===== src/rtl/imem_fill_responder.sv =====
// Instruction-cache line-fill responder: reads BLOCKS words from backing memory and returns them as beats.
// Critical-word-first wrapping order is enabled by defining RV_ICACHE_CRITWORD_EN.
module imem_fill_responder #(
  parameter int ADDR_WIDTH = 32,
  parameter int DATA_WIDTH = 32,
  parameter int BLOCKS     = 4
) (
  input  logic                      i_clock,
  input  logic                      i_reset,
  input  logic                      i_req_valid,
  input  logic [ADDR_WIDTH-1:0]     i_req_addr,
  output logic                      o_req_ready,
  output logic                      o_mem_rd,
  output logic [ADDR_WIDTH-1:0]     o_mem_addr,
  input  logic [DATA_WIDTH-1:0]     i_mem_rdata,
  output logic                      o_rsp_valid,
  input  logic                      i_rsp_ready,
  output logic [DATA_WIDTH-1:0]     o_rsp_data,
  output logic [$clog2(BLOCKS)-1:0] o_rsp_index,
  output logic                      o_rsp_last
);
  localparam int IDXW = $clog2(BLOCKS);
  localparam logic [ADDR_WIDTH-1:0] LINE_MASK = ADDR_WIDTH'(BLOCKS * 4 - 1);
  localparam logic [IDXW:0]         LAST_K    = (IDXW + 1)'(BLOCKS - 1);

  typedef enum logic [1:0] {S_IDLE, S_BURST, S_DRAIN} state_t;
  state_t r_state, w_next;

  logic [ADDR_WIDTH-1:0] r_base;
  logic [IDXW-1:0]       r_start;
  logic [IDXW:0]         r_issued;
  logic                  r_inflight;
  logic [IDXW-1:0]       r_fly_idx;
  logic                  r_fly_last;

  logic [DATA_WIDTH-1:0] r_fifo_data [2];
  logic [IDXW-1:0]       r_fifo_idx  [2];
  logic                  r_fifo_last [2];
  logic                  r_wr_ptr, r_rd_ptr;
  logic [1:0]            r_count;

  logic            w_accept, w_mem_rd, w_pop, w_push, w_rsp_valid, w_credit_ok, w_head_last;
  logic [IDXW-1:0] w_rd_idx, w_start;

`ifdef RV_ICACHE_CRITWORD_EN
  assign w_start = i_req_addr[IDXW+1:2];
`else
  assign w_start = '0;
`endif

  assign w_rd_idx    = r_start + r_issued[IDXW-1:0];
  assign w_rsp_valid = (r_count != 2'd0) && !i_reset;
  assign w_pop       = w_rsp_valid && i_rsp_ready;
  assign w_push      = r_inflight;
  assign w_accept    = o_req_ready && i_req_valid;
  assign w_head_last = r_fifo_last[r_rd_ptr];
  // Reserve FIFO space for every read in flight; the beat leaving this cycle frees a slot.
  assign w_credit_ok = ({1'b0, r_count} + {2'b00, r_inflight}) < (3'd2 + {2'b00, w_pop});

  always_ff @(posedge i_clock) begin
    if (i_reset) r_state <= S_IDLE;
    else         r_state <= w_next;
  end

  always_comb begin
    w_next = r_state;
    case (r_state)
      S_IDLE:  if (w_accept) w_next = S_BURST;
      S_BURST: if (w_mem_rd && r_issued == LAST_K) w_next = S_DRAIN;
      S_DRAIN: if (w_pop && w_head_last) w_next = S_IDLE;
      default: w_next = S_IDLE;
    endcase
  end

  always_comb begin
    o_req_ready = 1'b0;
    w_mem_rd    = 1'b0;
    if (!i_reset) begin
      o_req_ready = (r_state == S_IDLE);
      w_mem_rd    = (r_state == S_BURST) && w_credit_ok;
    end
    o_mem_rd    = w_mem_rd;
    o_mem_addr  = w_mem_rd ? (r_base | (ADDR_WIDTH'(w_rd_idx) << 2)) : '0;
    o_rsp_valid = w_rsp_valid;
    o_rsp_data  = w_rsp_valid ? r_fifo_data[r_rd_ptr] : '0;
    o_rsp_index = w_rsp_valid ? r_fifo_idx[r_rd_ptr]  : '0;
    o_rsp_last  = w_rsp_valid && w_head_last;
  end

  always_ff @(posedge i_clock) begin
    if (i_reset) begin
      r_base     <= '0;
      r_start    <= '0;
      r_issued   <= '0;
      r_inflight <= 1'b0;
      r_fly_idx  <= '0;
      r_fly_last <= 1'b0;
      r_wr_ptr   <= 1'b0;
      r_rd_ptr   <= 1'b0;
      r_count    <= 2'd0;
    end else begin
      if (w_accept) begin
        r_base   <= i_req_addr & ~LINE_MASK;
        r_start  <= w_start;
        r_issued <= '0;
      end else if (w_mem_rd) begin
        r_issued <= r_issued + 1'b1;
      end
      r_inflight <= w_mem_rd;
      r_fly_idx  <= w_rd_idx;
      r_fly_last <= (r_issued == LAST_K);
      if (w_push) r_wr_ptr <= ~r_wr_ptr;
      if (w_pop)  r_rd_ptr <= ~r_rd_ptr;
      case ({w_push, w_pop})
        2'b10:   r_count <= r_count + 2'd1;
        2'b01:   r_count <= r_count - 2'd1;
        default: r_count <= r_count;
      endcase
    end
  end

  always_ff @(posedge i_clock) begin
    if (w_push && !i_reset) begin
      r_fifo_data[r_wr_ptr] <= i_mem_rdata;
      r_fifo_idx[r_wr_ptr]  <= r_fly_idx;
      r_fifo_last[r_wr_ptr] <= r_fly_last;
    end
  end
endmodule


===== config.mk =====
export PLATFORM = sky130hd
export DESIGN_NAME = imem_fill_responder
export DESIGN_NICKNAME = d
export VERILOG_FILES = /design/src/rtl/imem_fill_responder.sv
export SDC_FILE = /design/constraint.sdc
export NUM_CORES = 1
export LEC_CHECK = 0
export ABC_AREA = 1
export BUFFER_PORTS_ARGS = -buffer_cell sky130_fd_sc_hd__buf_2
export CAP_MARGIN = 0
export CORE_MARGIN = 3
export CORE_UTILIZATION = 34
export CTS_CLUSTER_SIZE = 40
export DETAILED_ROUTE_END_ITERATION = 10
export GPL_TIMING_DRIVEN = 0
export HOLD_SLACK_MARGIN = 0.03
export SLEW_MARGIN = 20
export SYNTH_ARGS = -nofsm -noshare
export SYNTH_HDL_FRONTEND = slang
export SYNTH_SLANG_ARGS = --single-unit

===== constraint.sdc =====
create_clock -name i_clock -period 6.6 [get_ports i_clock]
set_clock_uncertainty 0.15 [all_clocks]
set_input_delay 1.32 -clock i_clock [delete_from_list [all_inputs] [get_ports i_clock]]
set_output_delay 1.32 -clock i_clock [all_outputs]
set_load 0.03 [all_outputs]

==> run metrics, run 1 <==
run status completed; slowest CP cell buf_2; Setup crit start i_reset; CTS resizes 0; first-pass GRT wire length roughly 16000 um; delay of the slowest critical-path stage approximately 0.27 ns; core area 0.0129 sq mm; final setup violation count 0; Synth-to-Final Area Change 27.1%; crit-path max FO 10; Worst VDD drop between 0.0002 and 0.00025 V; Layout Cell Area excl Fill a little under 0.006 sq mm; Rows 41; post-CTS setup buffer count 0; Vias per Instance between 4 and 5; setup TNS 0 ns; die width about 120 um; CP most frequent cell buf_2; post-DP HPWL between 7000 and 8000 um; DRT iter0 DRCs 185; placed inst area ~0.0056 sq mm; gr usage total between 10% and 20%; Post-Synthesis Cell Area 0.00461 sq mm; DR pass1 iterations 4; layout cells sized above 1 between 30% and 40%; I/O pins between 100 and 150; Setup crit end kind primary output; Cells after Synth 421; Yosys Warn Count 0; clock transition at the registers of the reported paths 0.07 ns; post-synthesis register bit count about 110; antenna violations before repair 0; Crit path arrival time 2.41 ns; DR vias 3278; Post-CTS Hold Fix Bufs 0; Antenna diodes 0; vias in the first global route between 3000 and 4000; final wirelength around 9700 um; IO buf count around 130; Root Driver clkbuf_16; Fin Hold WS 0.282 ns; Tightest Pin Transition 0.602 ns; maxcap violations 0; drt wl/cell between 10 and 15 um; Slew headroom roughly three fifths; Hold WC Path Type register to register; switching part of the total a little under a quarter; GPL Wtd Cong about 0.75; grt ovf 0; WS Path Type primary input to primary output; largest net degree at the start of global routing 22; Reg power frac a little over half; CTS tree built; Leak between 0.002 and 0.003 uW; Routed Antenna Nets 0; Fmax approximately 260 MHz; internal power around 1100 uW; Worst Setup EP o_rsp_data[8]; Layout fillers 1286; FF-to-FF Start r_count[0]; min Tclk post-route 3.88 ns; die footprint 0.0150 sq mm; Net Switching 334 uW; Clock Sinks between 100 and 150; Final Slew Violations 0; RR Endpoint r_count[1]; starting density of the core between 30% and 40%; clk buf depth 2; FF-to-FF setup slack about 4.7 ns; Logic pwr share roughly a tenth; DRC Markers 0; Power Density around 250 mW/mm^2; Final Cycle Share between 50% and 60%; clock power share 37.5%; data required time of the worst path roughly 5 ns; Seq/Total Area, Yosys 63.8%; Num CTS Buffers 9; layout net count 642; H-tree depth 3; syn avg cell area around 11 sq um; depth of the most critical reg-to-reg path 11; Clock Latency Late Sink roughly 0.34 ns; height of the die roughly 120 um; Yosys cell types 25; crit path launch type primary input; worst path cell trace buf_2 > inv_2 > nand2_1 > inv_2 > buf_2 > nand2_1 > inv_1 > buf_2; Fin. Hold Viols 0; RSZ-0062 raised after global routing no
## worst min-delay path by stage
stage                     slack [ns]  cells past startpoint    startpoint                to
after floorplan                 0.25                      0  r_fly_idx[0]  r_fifo_idx[0][0]
after global placement          0.26                      0    r_fly_last    r_fifo_last[1]
after detailed placement        0.27                      0  r_fly_idx[1]  r_fifo_idx[0][1]
after CTS                       0.29                      0  r_fly_idx[1]  r_fifo_idx[0][1]
after global routing            0.30                      0  r_fly_idx[1]  r_fifo_idx[0][1]
final                           0.28                      0  r_fly_idx[1]  r_fifo_idx[0][1]
## Yosys cell counts, drive strengths merged
cell | number | share of area [%]
nand2 | 47 | 4.2
edfxtp | 70 | 46
nand3 | 1 | 0.11
inv | 80 | 6.5
clkbuf | 6 | 0.49
a21oi | 36 | 4.0
mux2 | 34 | 8.3
nand4 | 1 | 0.14
nor3 | 3 | 0.68
buf | 16 | 2.7
dfxtp | 42 | 18
nor2 | 42 | 3.4
ha | 5 | 1.4
o21ai | 35 | 3.9
conb | 1 | 0.081
o21a | 2 | 0.33
## per-stage QoR
stage | util [%] | total power [uW] | std cells | setup slack [ns]
6_report | 45.3 | 1440 | 746 | 2.72
5_1_grt | 45.3 | 1510 | 746 | 2.57
4_1_cts | 45.3 | 1470 | 746 | 2.66
3_5_place_dp | 43.0 | 921 | 730 | 2.66
3_3_place_gp | 42.4 | 915 | 725 | 0.116
2_1_floorplan | - | 870 | 422 | 1.99
## registers in the layout, summed over array words and instances (netlist names), named ones only
register,cells
r_base,28
r_count,2
r_fifo_data,64
r_fifo_idx,4
r_fifo_last,2
r_fly_idx,2
r_fly_last,1
r_inflight,1
r_issued,3
r_rd_ptr,1
r_state,2
r_wr_ptr,1
## worst max-delay path: cells and delay by family
kind	cells	cell delay (ns)
buffers and inverters	6	0.93
and+or+nand+nor	2	0.17
## power groups by stage
stage	logic, uW	clock network, uW	registers (uW)
finish	135	541	768
global route	152	592	770
CTS	138	560	768
detailed placement	137	0	784
global placement	132	0	784
floorplan	86.7	0	783
## area by class of cell
class	count	area [sq um]	share of cell area, %
plain buffers	22	148	2.52
clock buffers	10	229	3.91
clock inverters	6	68.8	1.17
inverters	80	300	5.12
multi-input cells	208	1230	21.1
flip-flops and latches	112	2940	50.2
well taps	172	215	3.67
repair buffers	136	721	12.3
## cell usage in the layout, fill, tap and decap left out, types with 2 or more instances in the layout
cell type / synthesis / final
inv_2: 4 / 4
clkinv_4: 0 / 2
clkbuf_16: 0 / 9
inv_1: 76 / 76
edfxtp_1: 70 / 70
clkbuf_1: 6 / 7
buf_2: 7 / 138
mux2_2: 34 / 34
dfxtp_1: 42 / 42
nor3_2: 1 / 2
ha_1: 5 / 5
o21ai_0: 34 / 34
nor2_1: 42 / 41
conb_1: 1 / 2
buf_6: 6 / 8
nand2_1: 43 / 43
o21a_1: 2 / 2
a21oi_1: 35 / 35
nand2_2: 3 / 3
buf_4: 3 / 5
## cells by family after synthesis
| group | count (synthesis) | share of synthesized area [%] |
|---|---|---|
| AND/OR/NAND/NOR | 94 | 8.50 |
| buffers and inverters | 102 | 9.72 |
| multiplexers | 34 | 8.31 |
| AO/OA/AOI/OAI | 73 | 8.20 |
| flip-flops | 112 | 63.8 |
| other | 1 | 0.0814 |
| adder cells (fa/ha/maj) | 5 | 1.36 |
## layer usage
layer	wire, um	track usage, %	part of all wire [%]
met1	4280	16.9	44
met2	4540	22.2	47
met3	826	5.53	8.5
met4	94	3.36	0.96
met5	0	0	0
Power figures use the tool's default switching activity.
==> inputs of run 2 (changes only) <==
==> constraint.sdc (replaced) <==
create_clock -name i_clock -period 3.2 [get_ports i_clock]
set_clock_uncertainty 0.15 [all_clocks]
set_input_delay 0.64 -clock i_clock [delete_from_list [all_inputs] [get_ports i_clock]]
set_output_delay 0.64 -clock i_clock [all_outputs]
set_load 0.03 [all_outputs]
==> run metrics, run 2 (same netlist as run 1, synthesis figures left out) <==
run status completed; largest net degree at the start of global routing 23 (+4.5%); core area 0.0129 sq mm (unchanged); CP most frequent cell ha_1; CTS tree built; DRC Markers 0 (unchanged); wire length on met2 4490 um (-1.2%); Crit path arrival time 1.99 ns (-0.42 ns); met3 wire length 717 um (-13%); Antenna diodes 0 (unchanged); Clock Latency Late Sink 0.34 ns (about the same); antenna violations before repair 0 (unchanged); Worst Setup EP o_mem_addr[3]; Fin Hold WS 0.286 ns (+0.00401 ns); min Tclk post-route about 2.8 ns; top layer in use met4; Worst VDD drop 0.000271 V (+34%); Final Total Pwr 3030 uW (+110%); starting density of the core 35.7% (unchanged); maxcap violations 0 (unchanged); height of the die 122 um (unchanged); post-DP HPWL 7130 um (-0.23%); Layout fillers 1268 (-1.4%); internal power 2360 uW (+110%); Reg power frac 52.2% (-1.0 points); Setup crit start r_inflight; Largest Register r_fifo_data; Num CTS Buffers 9 (unchanged); WS Path Type register to primary output; post-place setup slack 0.635 ns (-2.03 ns); first-pass GRT wire length 15600 um (-1.5%); Layout Cell Area excl Fill 0.00587 sq mm (+0.11%); FF-to-FF setup slack 1.27 ns (-3.39 ns); vias in the first global route 3339 (-0.65%); clock transition at the registers of the reported paths 0.07 ns (about the same); final setup violation count 0 (unchanged); Setup WS post-layout 0.422 ns (-2.29 ns); slowest CP cell dfxtp_1; Leak 0.00270 uW (+0.16%); Setup crit end kind primary output; crit-path max FO 10 (unchanged); setup TNS 0 ns (unchanged); Fmax between 300 and 400 MHz; clock power share 38.5% (+1.0 points); I/O pins 138 (unchanged); Final Cycle Share roughly 87%; placed inst area 0.00555 sq mm (-0.16%); most frequent cells in the layout buf_2 (138), inv_1 (76), edfxtp_1 (70), nand2_1 (43), dfxtp_1 (42); Tightest Pin Transition 0.722 ns (+0.120 ns); DR pass1 iterations 4 (unchanged); Register Area 0.00294 sq mm (unchanged); Final Slew Violations 0 (unchanged); crit path launch type register; drt wl/cell 13.0 um (-0.19%); RR Endpoint r_count[1]; Net Switching 674 uW (+100%); Slew headroom 51.7% (-7.9 points); Routed Antenna Nets 0 (unchanged); DR vias 3215 (-1.9%); Post-Route M1 WL 4350 um (+1.5%); leading cell type in the layout, fill and taps excluded buf_2; grt ovf 0 (unchanged); die footprint 0.0150 sq mm (unchanged); delay of the slowest critical-path stage 0.33 ns (+0.06 ns); data required time of the worst path 2.41 ns (-2.72 ns); Synth-to-Final Area Change 27.3%; Logic pwr share 9.2% (about the same); depth of the most critical reg-to-reg path 11 (unchanged); hold depth 0 (unchanged); GPL Wtd Cong 0.756 (+0.96%); layout cells sized above 1 37.2% (-0.22 points); worst path cell trace ha_1 > ha_1 > nor3_2 > nand2_4 > buf_6 > nor2_1 > buf_2; switching part of the total 22.2% (-0.96 points); footprint of the multi-input gates 0.00124 sq mm (+0.51%); gr usage total 13.4% (-0.24 points); post-CTS setup buffer count 0 (unchanged); RSZ-0062 raised after global routing no; Root Driver clkbuf_16; CTS resizes 0 (unchanged); Rows 41 (unchanged); Vias per Instance 4.32 (-1.7%); Clock Sinks 112 (unchanged); clk buf depth 2 (unchanged); top flop regs r_fifo_data x64, r_base x28, r_fifo_idx x4; Post-CTS Hold Fix Bufs 0 (unchanged); final wirelength 9700 um (-0.46%); H-tree depth 3 (unchanged); DRT iter0 DRCs 150 (-19%); Hold WC Path Type register to register; Fin. Hold Viols 0 (unchanged); Power Density 517 mW/mm^2 (+110%); IO buf count 131 (unchanged); die width 122 um (unchanged); layout net count 640 (-0.31%); FF-to-FF Start r_count[0]; Largest register FFs 64 (unchanged); hold_sp r_fly_last
[run 2: cell count changes in the layout (fill, tap and decap cells not counted), sizes merged]
cell / previous run / this run
buf: 152 / 150
bufinv: 1 / 2
inv: 81 / 80
[run 2: cell type report]
type	instances	share of cell area (%)
Sequential cell	112	50.2
Multi-Input combinational cell	208	21.2
Timing Repair Buffer	134	12.0
Inverter	80	5.12
Clock buffer	10	3.90
Tap cell	172	3.67
Buffer	22	2.52
Clock inverter	6	1.43
[run 2: metrics by stage]
step / cells / util, %
after global placement: 725 / 42.5
after global routing: 744 / 45.4
after CTS: 744 / 45.4
after detailed placement: 728 / 43.0
final: 744 / 45.4
after floorplan: 422 / -
[run 2: worst min path at each step]
stage                       end  slack, ns
6_report         r_fifo_last[0]       0.29
5_1_grt        r_fifo_idx[0][1]       0.30
4_1_cts          r_fifo_last[0]       0.29
3_5_place_dp     r_fifo_last[0]       0.27
3_3_place_gp     r_fifo_last[1]       0.26
2_1_floorplan  r_fifo_idx[0][0]       0.25
[run 2: power by group through the flow]
stage	registers [uW]	logic (uW)	clock network, uW
after floorplan	1610	179	0
after global routing	1590	313	1260
after global placement	1620	271	0
final	1580	280	1170
after detailed placement	1620	283	0
after CTS	1580	284	1210
[run 2: critical path: cells and delay by family (launching register included)]
family,cells,cell delay (ns)
adders and majority gates,2,0.40
DFF,1,0.33
buffers and inverters,2,0.38
and+or+nand+nor,3,0.53
[run 2: per-layer routing]
layer / up-vias / global-route usage [%]
li1: 1658 / -
met1: 1442 / 16.4
met2: 103 / 22.3
met3: 12 / 3.59
met4: 0 / 5.46
met5: - / 0
==> inputs of run 3 (changes only) <==
--- a/config.mk
+++ b/config.mk
@@ -9,11 +9,13 @@
 export BUFFER_PORTS_ARGS = -buffer_cell sky130_fd_sc_hd__buf_2
 export CAP_MARGIN = 0
 export CORE_MARGIN = 3
-export CORE_UTILIZATION = 34
+export CORE_UTILIZATION = 45
 export CTS_CLUSTER_SIZE = 40
 export DETAILED_ROUTE_END_ITERATION = 10
 export GPL_TIMING_DRIVEN = 0
 export HOLD_SLACK_MARGIN = 0.03
+export PLACE_DENSITY = 0.74
+export RECOVER_POWER = 50
 export SLEW_MARGIN = 20
 export SYNTH_ARGS = -nofsm -noshare
 export SYNTH_HDL_FRONTEND = slang
==> run metrics, run 3 (same netlist as run 1, synthesis figures left out) <==
vias in the first global route 3245 (-2.8%); crit path launch type register; post-CTS setup buffer count 0 (unchanged); Net Switching 657 uW (-2.5%); Largest Register r_fifo_data; layout net count 640 (unchanged); final setup violation count 0 (unchanged); IO buf count 131 (unchanged); Fmax 348 MHz (-3.3%); run status finished with violations; slowest CP cell dfxtp_1; grt ovf 0 (unchanged); clock transition at the registers of the reported paths 0.11 ns (+0.04 ns); most frequent cells in the layout buf_2 (121), inv_1 (80), edfxtp_1 (70), nand2_1 (45); maxcap violations 1 (+1); Crit path arrival time 2.08 ns (+0.09 ns); Worst VDD drop 0.000240 V (-12%); Tightest Pin Transition 1.77 ns (+1.05 ns); Slew headroom -18.9% (-71 points); drt wl/cell 13.2 um (+1.4%); crit-path max FO 10 (unchanged); switching part of the total 25.1% (+2.9 points); WS Path Type register to primary output; largest net degree at the start of global routing 24 (+4.3%); Largest register FFs 64 (unchanged); die width 107 um (-12%); gr busiest metal met2; I/O pins 138 (unchanged); FF-to-FF setup slack 0.71 ns (-0.56 ns); Setup crit end kind primary output; Power Density 467 mW/mm^2 (-9.6%); CTS tree built; Root Driver clkbuf_8; RR Endpoint r_fifo_data[1][24]; Num CTS Buffers 9 (unchanged); top flop regs r_fifo_data x64, r_base x28, r_fifo_idx x4; starting density of the core 46.7% (+11 points); height of the die 107 um (-12%); layout cells sized above 1 31.8% (-5.4 points); Fin. Hold Viols 0 (unchanged); Post-CTS Hold Fix Bufs 0 (unchanged); DR vias 3289 (+2.3%); grt met1 use 21.2% (+4.8 points); CP most frequent cell ha_1; met3 GRT Util 3.79% (+0.20 points); GPL Wtd Cong 0.769 (+1.8%); H-tree depth 3 (unchanged); GR Util met2 27.6% (+5.3 points); worst path cell trace ha_1 > ha_1 > nor3_2 > nand2_1 > buf_6 > nor2_1 > buf_2; Hold WC Path Type register to register; DRC Markers 0 (unchanged); Final Cycle Share 89.8% (+3.0 points); RSZ-0062 raised after global routing no; hold worst-path end r_fifo_last[1]; Layout fillers 865 (-32%); DR pass1 iterations 4 (unchanged); gr usage total 16.4% (+3.1 points); Rows 36 (-12%); Fin Hold WS 0.284 ns (-0.00230 ns); depth of the most critical reg-to-reg path 3 (-8); Routed Antenna Nets 0 (unchanged); Leak 0.00257 uW (-4.8%); Final Slew Violations 10 (+10); die footprint 0.0115 sq mm (-23%); Synth-to-Final Area Change 21.4%; failing checks max-capacitance violations, max-slew violations; data required time of the worst path 2.41 ns (about the same); antenna violations before repair 0 (unchanged); DRT iter0 DRCs 112 (-25%); delay of the slowest critical-path stage 0.34 ns (about the same); Vias per Instance 4.67 (+8.0%); hold_sp r_fly_last; CTS resizes 0 (unchanged); Clock Latency Late Sink 0.36 ns (+0.02 ns); first-pass GRT wire length 15100 um (-3.7%); core area 0.00986 sq mm (-24%); post-DP HPWL 7050 um (-1.2%); Logic pwr share 10.2% (+1.0 points); clock power share 29.3% (-9.2 points); clk buf depth 2 (unchanged); internal power 1960 uW (-17%); Final Total Pwr 2620 uW (-14%); final wirelength 9320 um (-3.9%); Reg power frac 60.6% (+8.4 points); Antenna diodes 0 (unchanged); leading cell type in the layout, fill and taps excluded buf_2; min Tclk post-route 2.87 ns (+0.0956 ns); Clock Sinks 112 (unchanged); hold depth 0 (unchanged); FF-to-FF Start r_wr_ptr
## run 3: changes by cell type in the layout (fill, tap and decap cells not counted), moves of 3 or more
cell / delta
clkbuf_1: +20
buf_2: -17
inv_1: +4
buf_6: -3
clkbuf_16: -9
inv_6: +3
inv_2: -4
clkbuf_8: +9
## run 3: worst max path at each step
stage | from | endpoint | slack [ns] | cells past startpoint
final | r_inflight | o_mem_addr[2] | 0.33 | 7
after global routing | r_count[0] | o_mem_addr[2] | 0.18 | 7
after floorplan | i_reset | r_fifo_data[0][0] | 0.26 | 2
after CTS | r_inflight | o_mem_addr[2] | 0.36 | 7
after detailed placement | i_reset | o_rsp_data[25] | 0.67 | 8
after global placement | i_reset | r_fifo_data[0][15] | -0.86 | 3
## run 3: layer usage
metal | vias to the layer above | share of wire, %
met5 | - | 0
met4 | 0 | 1.6
met3 | 13 | 8.1
met2 | 123 | 46
met1 | 1500 | 44
li1 | 1653 | -
## run 3: through the flow
stage          utilization, %  instance area, sq um  setup WS [ns]  TNS (ns)  std cells
2_1_floorplan               -                  4620          0.263         0        422
3_3_place_gp             55.1                  5440         -0.860    -54.58        686
3_5_place_dp             55.9                  5510          0.666         0        689
4_1_cts                  57.7                  5690          0.360         0        705
5_1_grt                  56.7                  5600          0.177         0        705
6_report                 56.7                  5600          0.326         0        705
## run 3: power groups by stage
stage / clock network (uW) / logic (uW) / registers (uW)
final: 765 / 266 / 1580
after detailed placement: 0 / 280 / 1620
after CTS: 789 / 281 / 1580
after floorplan: 0 / 179 / 1610
after global routing: 846 / 297 / 1590
after global placement: 0 / 266 / 1620
## run 3: worst max-delay path, delay by kind of cell (launching register included)
| kind | cells | cell delay, ns |
|---|---|---|
| flops | 1 | 0.34 |
| fa+ha+maj | 2 | 0.38 |
| simple gates | 3 | 0.56 |
| buf+inv | 2 | 0.44 |
## run 3: final cells by class
type	count	area (sq um)	area share, %
sequential	112	2940	52.6
multi-input combinational	208	1200	21.4
timing repair buffer	134	692	12.4
inverter	80	300	5.36
tap	133	166	2.97
clock buffer	9	124	2.21
buffer	22	121	2.17
clock inverter	7	53.8	0.961
